===== config.mk =====
export PLATFORM = sky130hd
export DESIGN_NAME = spu_resadd_top
export DESIGN_NICKNAME = d
export VERILOG_FILES = /design/src/rtl/spu_resadd_top.sv
export SDC_FILE = /design/constraint.sdc
export NUM_CORES = 2
export LEC_CHECK = 0
export BUFFER_PORTS_ARGS = -buffer_cell sky130_fd_sc_hd__buf_2
export CELL_PAD_IN_SITES_DETAIL_PLACEMENT = 0
export CELL_PAD_IN_SITES_GLOBAL_PLACEMENT = 1
export CORE_MARGIN = 2
export CORE_UTILIZATION = 45
export CTS_CLUSTER_SIZE = 24
export DETAILED_ROUTE_END_ITERATION = 10
export GPL_ROUTABILITY_DRIVEN = 0
export PLACE_DENSITY = 0.78
export SKIP_CTS_REPAIR_TIMING = 1
export SLEW_MARGIN = 20
export SYNTH_ARGS = -nofsm -noshare
export SYNTH_HDL_FRONTEND = slang
export SYNTH_SLANG_ARGS = --single-unit

===== constraint.sdc =====
create_clock -name core_clk -period 8.5 [get_ports core_clk]
set_input_delay 1.275 -clock core_clk [delete_from_list [all_inputs] [get_ports core_clk]]
set_output_delay 1.275 -clock core_clk [all_outputs]
set_load 0.02 [all_outputs]

===== src/rtl/spu_resadd_top.sv =====
// Residual-add stage ahead of LayerNorm: reads A/B int8 word pairs from lbuf,
// writes sat8(rnd((A*sa + B*sb) >>> sh)) per lane back to lbuf.
module spu_resadd_top #(
  parameter int unsigned ADDR_WIDTH = 12,
  parameter int unsigned DATA_WIDTH = 32,
  parameter int unsigned RLATENCY   = 1
) (
  input  logic                  core_clk,
  input  logic                  rst_n,
  input  logic                  ra_start,
  output logic                  ra_end,
  output logic                  ra_busy,
  input  logic [ADDR_WIDTH-1:0] spu_matrix_y,
  input  logic [ADDR_WIDTH-1:0] spu_matrix_x,
  input  logic [ADDR_WIDTH-1:0] ia_base_addr,
  input  logic [ADDR_WIDTH-1:0] ib_base_addr,
  input  logic [ADDR_WIDTH-1:0] om_base_addr,
  input  logic [ADDR_WIDTH-1:0] ifm_addr_align,
  input  logic [ADDR_WIDTH-1:0] ofm_addr_align,
  input  logic [6:0]            ra_scale_a,
  input  logic [6:0]            ra_scale_b,
  input  logic [3:0]            ra_shift,
  output logic                  ra_lbuf_ren,
  output logic [ADDR_WIDTH-1:0] ra_lbuf_raddr,
  input  logic [DATA_WIDTH-1:0] ra_lbuf_rdata,
  output logic                  ra_lbuf_wen,
  output logic [ADDR_WIDTH-1:0] ra_lbuf_waddr,
  output logic [DATA_WIDTH-1:0] ra_lbuf_wdata
);

  localparam int unsigned LANES = DATA_WIDTH / 8;

  typedef enum logic [1:0] {S_IDLE, S_RUN, S_DRAIN, S_DONE} state_t;

  state_t                  state_q, state_d;
  logic                    ren_q, ren_d;
  logic [ADDR_WIDTH-1:0]   raddr_q, raddr_d;
  logic [ADDR_WIDTH-1:0]   rk_q, rk_d;
  logic [ADDR_WIDTH-1:0]   rr_q, rr_d;
  logic [ADDR_WIDTH-1:0]   rrow_q, rrow_d;
  logic                    rph_b_q, rph_b_d;
  logic [RLATENCY-1:0]     tag_vld_q, tag_vld_d;
  logic [RLATENCY-1:0]     tag_b_q, tag_b_d;
  logic [DATA_WIDTH-1:0]   a_hold_q, a_hold_d;
  logic                    wen_q, wen_d;
  logic [ADDR_WIDTH-1:0]   waddr_q, waddr_d;
  logic [DATA_WIDTH-1:0]   wdata_q, wdata_d;
  logic                    wlast_q, wlast_d;
  logic [ADDR_WIDTH-1:0]   wk_q, wk_d;
  logic [ADDR_WIDTH-1:0]   wr_q, wr_d;
  logic [ADDR_WIDTH-1:0]   wrow_q, wrow_d;
  logic                    end_q, end_d;
  logic                    busy_q, busy_d;

  logic [ADDR_WIDTH-1:0]   words_w;
  logic [ADDR_WIDTH-1:0]   col_last;
  logic [ADDR_WIDTH-1:0]   row_last;
  logic [RLATENCY:0]       tag_vld_ext;
  logic [RLATENCY:0]       tag_b_ext;
  logic [DATA_WIDTH-1:0]   lane_res;

  assign words_w  = spu_matrix_x >> 2;
  assign col_last = words_w - 1'b1;
  assign row_last = spu_matrix_y - 1'b1;

  function automatic logic [7:0] lane_calc(input logic [7:0] a, input logic [7:0] b,
                                           input logic [6:0] sa, input logic [6:0] sb,
                                           input logic [3:0] sh);
    logic signed [17:0] av, bv, sav, sbv, p;
    av  = 18'($signed(a));
    bv  = 18'($signed(b));
    sav = $signed({11'b0, sa});
    sbv = $signed({11'b0, sb});
    p   = av * sav + bv * sbv;
    if (sh != 4'd0) p = p + (18'sd1 <<< (sh - 4'd1));
    p = p >>> sh;
    if (p > 18'sd127)       lane_calc = 8'h7F;
    else if (p < -18'sd128) lane_calc = 8'h80;
    else                    lane_calc = p[7:0];
  endfunction

  always_comb begin
    lane_res = '0;
    for (int unsigned i = 0; i < LANES; i++) begin
      lane_res[8*i +: 8] = lane_calc(a_hold_q[8*i +: 8], ra_lbuf_rdata[8*i +: 8],
                                     ra_scale_a, ra_scale_b, ra_shift);
    end
  end

  // Tag pipeline: bit RLATENCY-1 lines up with the read data currently on ra_lbuf_rdata.
  assign tag_vld_ext = {tag_vld_q, ren_q};
  assign tag_b_ext   = {tag_b_q, rph_b_q};

  always_comb begin
    state_d   = state_q;
    ren_d     = 1'b0;
    raddr_d   = raddr_q;
    rk_d      = rk_q;
    rr_d      = rr_q;
    rrow_d    = rrow_q;
    rph_b_d   = rph_b_q;
    tag_vld_d = tag_vld_ext[RLATENCY-1:0];
    tag_b_d   = tag_b_ext[RLATENCY-1:0];
    a_hold_d  = a_hold_q;
    wen_d     = 1'b0;
    waddr_d   = waddr_q;
    wdata_d   = wdata_q;
    wlast_d   = wlast_q;
    wk_d      = wk_q;
    wr_d      = wr_q;
    wrow_d    = wrow_q;
    end_d     = 1'b0;

    case (state_q)
      S_IDLE: begin
        if (ra_start) begin
          if (words_w == '0 || spu_matrix_y == '0) begin
            state_d = S_DONE;
            end_d   = 1'b1;
          end else begin
            state_d = S_RUN;
            ren_d   = 1'b1;
            raddr_d = ia_base_addr;
            rk_d    = '0;
            rr_d    = '0;
            rrow_d  = '0;
            rph_b_d = 1'b0;
            wk_d    = '0;
            wr_d    = '0;
            wrow_d  = '0;
          end
        end
      end
      S_RUN: begin
        if (!rph_b_q) begin
          ren_d   = 1'b1;
          rph_b_d = 1'b1;
          raddr_d = ib_base_addr + rrow_q + rk_q;
        end else if (rk_q == col_last && rr_q == row_last) begin
          state_d = S_DRAIN;
        end else begin
          ren_d   = 1'b1;
          rph_b_d = 1'b0;
          if (rk_q == col_last) begin
            rk_d   = '0;
            rr_d   = rr_q + 1'b1;
            rrow_d = rrow_q + ifm_addr_align;
          end else begin
            rk_d = rk_q + 1'b1;
          end
          raddr_d = ia_base_addr + rrow_d + rk_d;
        end
      end
      S_DRAIN: begin
        if (wen_q && wlast_q) begin
          state_d = S_DONE;
          end_d   = 1'b1;
        end
      end
      default: state_d = S_IDLE;
    endcase

    if (tag_vld_q[RLATENCY-1]) begin
      if (!tag_b_q[RLATENCY-1]) begin
        a_hold_d = ra_lbuf_rdata;
      end else begin
        wen_d   = 1'b1;
        wdata_d = lane_res;
        waddr_d = om_base_addr + wrow_q + wk_q;
        wlast_d = (wk_q == col_last) && (wr_q == row_last);
        if (wk_q == col_last) begin
          wk_d   = '0;
          wr_d   = wr_q + 1'b1;
          wrow_d = wrow_q + ofm_addr_align;
        end else begin
          wk_d = wk_q + 1'b1;
        end
      end
    end

    busy_d = (state_d != S_IDLE);
  end

  always_ff @(posedge core_clk or negedge rst_n) begin
    if (!rst_n) begin
      state_q   <= S_IDLE;
      ren_q     <= 1'b0;
      raddr_q   <= '0;
      rk_q      <= '0;
      rr_q      <= '0;
      rrow_q    <= '0;
      rph_b_q   <= 1'b0;
      tag_vld_q <= '0;
      tag_b_q   <= '0;
      a_hold_q  <= '0;
      wen_q     <= 1'b0;
      waddr_q   <= '0;
      wdata_q   <= '0;
      wlast_q   <= 1'b0;
      wk_q      <= '0;
      wr_q      <= '0;
      wrow_q    <= '0;
      end_q     <= 1'b0;
      busy_q    <= 1'b0;
    end else begin
      state_q   <= state_d;
      ren_q     <= ren_d;
      raddr_q   <= raddr_d;
      rk_q      <= rk_d;
      rr_q      <= rr_d;
      rrow_q    <= rrow_d;
      rph_b_q   <= rph_b_d;
      tag_vld_q <= tag_vld_d;
      tag_b_q   <= tag_b_d;
      a_hold_q  <= a_hold_d;
      wen_q     <= wen_d;
      waddr_q   <= waddr_d;
      wdata_q   <= wdata_d;
      wlast_q   <= wlast_d;
      wk_q      <= wk_d;
      wr_q      <= wr_d;
      wrow_q    <= wrow_d;
      end_q     <= end_d;
      busy_q    <= busy_d;
    end
  end

  assign ra_end        = end_q;
  assign ra_busy       = busy_q;
  assign ra_lbuf_ren   = ren_q;
  assign ra_lbuf_raddr = raddr_q;
  assign ra_lbuf_wen   = wen_q;
  assign ra_lbuf_waddr = waddr_q;
  assign ra_lbuf_wdata = wdata_q;

endmodule


Word-level counts from Yosys, hierarchy flattened
Cells that the tools add are included.

operators by class
  add/sub/neg operators = 23
  $mul = 8
  order comparisons = 8
  equal/unequal tests = 12
  shift-type cells = 5
  muxes and demuxes = 77
  bitwise operators = 1
  reductions and logical operators = 16

operators with widths
  kind                     count
  $mux W12                 39
  $mul A8 B8 Y16           8
  $add A12 B12 Y12         8
  $pmux W12 S2             4
  $add A17 B18 Y18         4
  $gt A18 B8 Y1 const B    4
  $lt A18 B8 Y1 const B    4
  $mux W18                 4
  $sshr A18 B4 Y18         4
  $add A16 B16 Y17         4
  $mux W8                  8
  $add A12 B1 Y12 const B  4
  $eq A12 B12 Y1           4
  $logic_not A12 Y1        2
  $sshl A2 B4 Y18 const A  1
  $mux W1                  13
  $sub A12 B1 Y12 const B  1
  $sub A10 B1 Y11 const B  1
  $mux W2                  5
  $ne A2 B2 Y1 const B     5
  $pmux W1 S2              3
  $pmux W2 S3              1
  $reduce_and A6 Y1        1
  $reduce_and A5 Y1        1
  13 further kinds         17

storage, ports and cells
  register bits = 170
  bits of input ports = 137
  output and inout bits = 60
  logic and storage cells = 169

Longest topological paths before layout
  depth in word-level cells = 11
  depth in mapped cells = 35
  mapped depth without buffers = 32

Worst setup path after synthesis
OpenSTA, ideal clock, no wires.

  path type = input -> register
  start point = input ra_scale_a[2]
  end point = register wdata_q[12], in the netlist ra_lbuf_wdata[12]
  setup time = 0.066 ns
  data arrival time = 9.429 ns
  required time = 8.434 ns
  setup slack = -0.995 ns
  cell stages on the path = 28
  path buffers = 3
  cells stage by stage = clkbuf_1 clkbuf_1 nand2_1 fa_1 fa_1 fa_1 fa_1 fa_1 fa_1 inv_1 ha_1 a21oi_1 a21oi_1 or3_1 and2_1 ha_1 clkbuf_1 a211oi_1 o21bai_1 o31a_4 a311oi_4 xnor3_1 o31a_1 mux2_4 or4_1 a211o_2 a211oi_2 o22a_1

between the ends
  longest elaborated chain between the ends = 8
  elaborated cells between the ends (all ways) = 9
  those cells by class = add/sub (2); mul (1); order compare (2); shift (1); mux (3)

RTL lines
  what                  line  RTL
  start, declared       20    input logic [6:0] ra_scale_a,
  $mul A8 B8 Y16 (*)    74    p = av * sav + bv * sbv;
  $add A16 B16 Y17 (*)  74
  $add A17 B18 Y18      75    if (sh != 4'd0) p = p + (18'sd1 <<< (sh - 4'd1));
  $mux W18 (*)          75
  $sshr A18 B4 Y18 (*)  76    p = p >>> sh;
  $lt A18 B8 Y1         78    else if (p < -18'sd128) lane_calc = 8'h80;
  $mux W8               78
  $mux W8 (*)           77    if (p > 18'sd127) lane_calc = 8'h7F;
  end signal, assigned  218   wdata_q <= wdata_d;
  end, declared         47    logic [DATA_WIDTH-1:0] wdata_q, wdata_d;

Mark *: on every way between the ends. The rest lies on a longest branch, timed or not.
A chain may end at the register's enable or synchronous reset.

Final worst setup path
  start point = input ra_scale_a[2]
  end point = register wdata_q[2], in the netlist ra_lbuf_wdata[2]

Same word-level chain as after synthesis.

==> results.md <==
* Status: finished with violations
* Failing checks: setup timing
* Hold Crit Start: ra_lbuf_waddr[6]
* Post-synth EDFFs at 0
* Final setup violation count at 30
* Area grow syn2layout at 25.80%
* CP Data Required Time at 8.93 ns
* Input/output buffers at slightly below 200
* Via count at ~35000
* ANT nets after route at 0
* Total CTS buffers at 17
* Chip height at about 300 µm
* Crit end category: register
* Pin count of the biggest net entering global routing at 66
* Die span in x at a little under 300 µm
* WP buf/inv at 10
* R2R Path Start: a_hold_q[15]
* DRT iter0 DRCs at 2372
* Slowest stage delay, CP at 0.57 ns
* Most frequent CP cell: fa_1
* Pre-Repair DR Iteration Count at 7
* Number of synthesis warnings at 0
* First-pass GRT wire length at ~190000 µm
* Die ar. at just under 0.09 mm²
* Unrepaired setup endpoints after global routing: true
* Layout cells sized above 1 at 25.12%
* IO Pins at 197
* Minimum clock period at approximately 9 ns
* Max-cap violations at 0
* Drc violations at 0
* R2r worst-path depth at 28
* Mapped Cells at ~4500
* Slowest library cell on the worst path: fa_1
* Clock Pin Slew Worst Setup and Hold Paths at ~0.09 ns
* CTS tree: built
* Kind of critical path: in -> reg
* Initial core utilization at ~45%
* Fin crit share at 106.2%
* Syn_nets at between 5000 and 6000
* F_max at approximately 110 MHz
* WL per Instance at between 15 and 20 µm
* Sequential area share after synthesis at approximately 11%
* Synth unique cells at 94
* Slew @ Worst Pin at 0.9817 ns
* Max_slew headroom at 34.05%
* Final Hold Viols at 0
* Commonest non-fill, non-tap cells in the layout: inv_1, buf_4, fa_1
* Final wirelength at roughly 120000 µm
* Min-Delay Path Depth at 2
* CTS HTree Levels at 4
* Main synth FF type: dfrtp_1
* Critical path data arrival time at between 9 and 10 ns
* DR vias/cell at about 5.4
* Cell family with most CP delay: adder cells
* Final setup margin at -0.5258 ns
* Clock sinks at 170
* Synth Area per Inst at 8.540 µm²
* Reg2reg setup slack at -0.03 ns
* Number of global-route vias before repair at around 35000
* Total GRT Usage at between 20% and 30%
* Core ar. at 0.08528 mm²
* Multi-input combinational cell area at between 0.03 and 0.04 mm²
* Synthesized flop and latch total at between 150 and 200
* Skew-Pair Late Insertion Delay at 0.52 ns
* Max Clock Skew at 0.02935 ns
* Most common cell after layout, fill and taps aside: inv_1
* Slew Viols, Final at 0
* Mapped Area at slightly below 0.04 mm²
* Fillers at about 7700
* Row cnt at approximately 110
* Root Driver: clkbuf_16
* # nets final at ~6300
* Post-detail-place hpwl at ~95000 µm
* Max FO, Critical Path at 6
* Setup crit start kind: primary input
* Initial antenna violation count at 3
* Bufs on Longest Clock Path at 2
* Aggregate global routing overflow at 0
* Ys async rst share at 100.0%
* WHS Endpoint: ra_lbuf_waddr[6]
* TNS Setup at -9.746 ns
* Flip-flop and latch area at approximately 0.0043 mm²
* Min-Delay Path Class: reg -> reg
* RR Endpoint: ra_lbuf_wdata[12]
-- cells in the mapped netlist, types with 9 or more instances --
library cell / count / share of area [%]
o221ai_1: 13 / 0.29
o21a_1: 40 / 0.78
buf_1: 31 / 0.30
nand4_1: 26 / 0.42
o21bai_1: 26 / 0.50
ha_1: 344 / 11
a211oi_1: 62 / 1.2
o211ai_1: 43 / 0.83
and3_1: 51 / 0.82
a21oi_1: 204 / 2.6
mux2i_1: 48 / 1.2
or3_1: 25 / 0.40
a21o_1: 70 / 1.4
a31oi_1: 18 / 0.29
o31ai_1: 22 / 0.43
inv_1: 736 / 7.1
nor4_1: 11 / 0.18
o31a_1: 10 / 0.23
clkbuf_1: 136 / 1.3
and2_1: 294 / 4.7
a221oi_1: 14 / 0.32
o2111ai_1: 10 / 0.23
nand2b_1: 35 / 0.57
a2111oi_0: 9 / 0.20
dfrtp_1: 170 / 11
mux2_2: 60 / 1.7
a21boi_0: 11 / 0.21
nor2b_1: 17 / 0.27
nand2_1: 399 / 3.9
or2_2: 14 / 0.23
nand3_1: 94 / 1.2
xnor2_1: 179 / 4.0
xor2_1: 73 / 1.7
fa_1: 530 / 27
a22o_1: 12 / 0.27
o21ai_0: 224 / 2.9
nor2_1: 242 / 2.3
nor3_1: 53 / 0.68
buf_2: 9 / 0.12
a211o_1: 17 / 0.38
-- cell families (layout without fill, tap and decap cells) --
| kind of cell | after synthesis | after routing | synth area share (%) |
|---|---|---|---|
| and+or+nand+nor | 1299 | 1299 | 16.55 |
| xor gates and xnor gates | 259 | 259 | 6.103 |
| buffers and inverters | 914 | 1707 | 8.884 |
| AOI/OAI and AO/OA | 903 | 903 | 15.43 |
| DFF | 170 | 170 | 10.98 |
| adders and majority gates | 874 | 874 | 38.49 |
| other | 0 | 5 | 0 |
| muxes | 118 | 118 | 3.556 |
-- worst reg2reg max path: cells and delay by family, from the launching register on --
family                   cells  cell delay [ns]
AO/OA/AOI/OAI               10             2.15
XOR/XNOR                     2             0.49
adder cells (fa/ha/maj)      8             3.80
buffers and inverters        3             0.22
flip-flops                   1             0.50
multiplexers                 1             0.28
AND/OR/NAND/NOR              4             1.03
-- cell type report --
class                      instances  area share, %
timing repair buffer             937          14.34
antenna                            5        0.02567
clock inverter                    15         0.4441
tap                             1144          2.937
sequential                       170          8.728
inverter                         738          5.694
multi-input combinational       3453          66.96
clock buffer                      17         0.8728
-- how the worst max path moves through the flow --
stage / startpoint / endpoint / slack, ns / depth (start not counted)
after floorplan: ra_scale_a[2] / ra_lbuf_wdata[12] / -0.35 / 31
after global placement: ra_scale_b[3] / ra_lbuf_wdata[10] / -1.23 / 33
after detailed placement: ra_scale_b[3] / ra_lbuf_wdata[10] / -1.32 / 33
after CTS: ra_scale_b[3] / ra_lbuf_wdata[10] / -0.84 / 33
after global routing: ra_scale_a[2] / ra_lbuf_wdata[2] / -0.74 / 34
final: ra_scale_a[2] / ra_lbuf_wdata[2] / -0.53 / 33
-- per-layer routing --
metal  GRT usage [%]  vias up  part of all wire [%]
met4           7.143        0                   2.6
met1           38.84    17020                    46
met3           3.257      155                   5.6
met5               0        -                     0
met2           41.10      943                    45
li1                -    16590                     -
-- per-stage QoR --
| stage | instances | utilization, % | hold slack (ns) | cell area [µm²] | worst slack, ns |
|---|---|---|---|---|---|
| after floorplan | 4537 | - | 0.4467 | 39650 | -0.3460 |
| after detailed placement | 6379 | 54.43 | 0.4654 | 46420 | -1.321 |
| after CTS | 6411 | 55.18 | 0.4893 | 47060 | -0.8364 |
| after global routing | 6477 | 57.15 | 0.5099 | 48740 | -0.7393 |
| final | 6479 | 57.15 | 0.4858 | 48740 | -0.5258 |
| after global placement | 6379 | 54.43 | 0.4615 | 46420 | -1.226 |
Power is left out: the tool's default activity adds up to more than one toggle a clock period on the data nets, which glitch-free logic cannot reach.
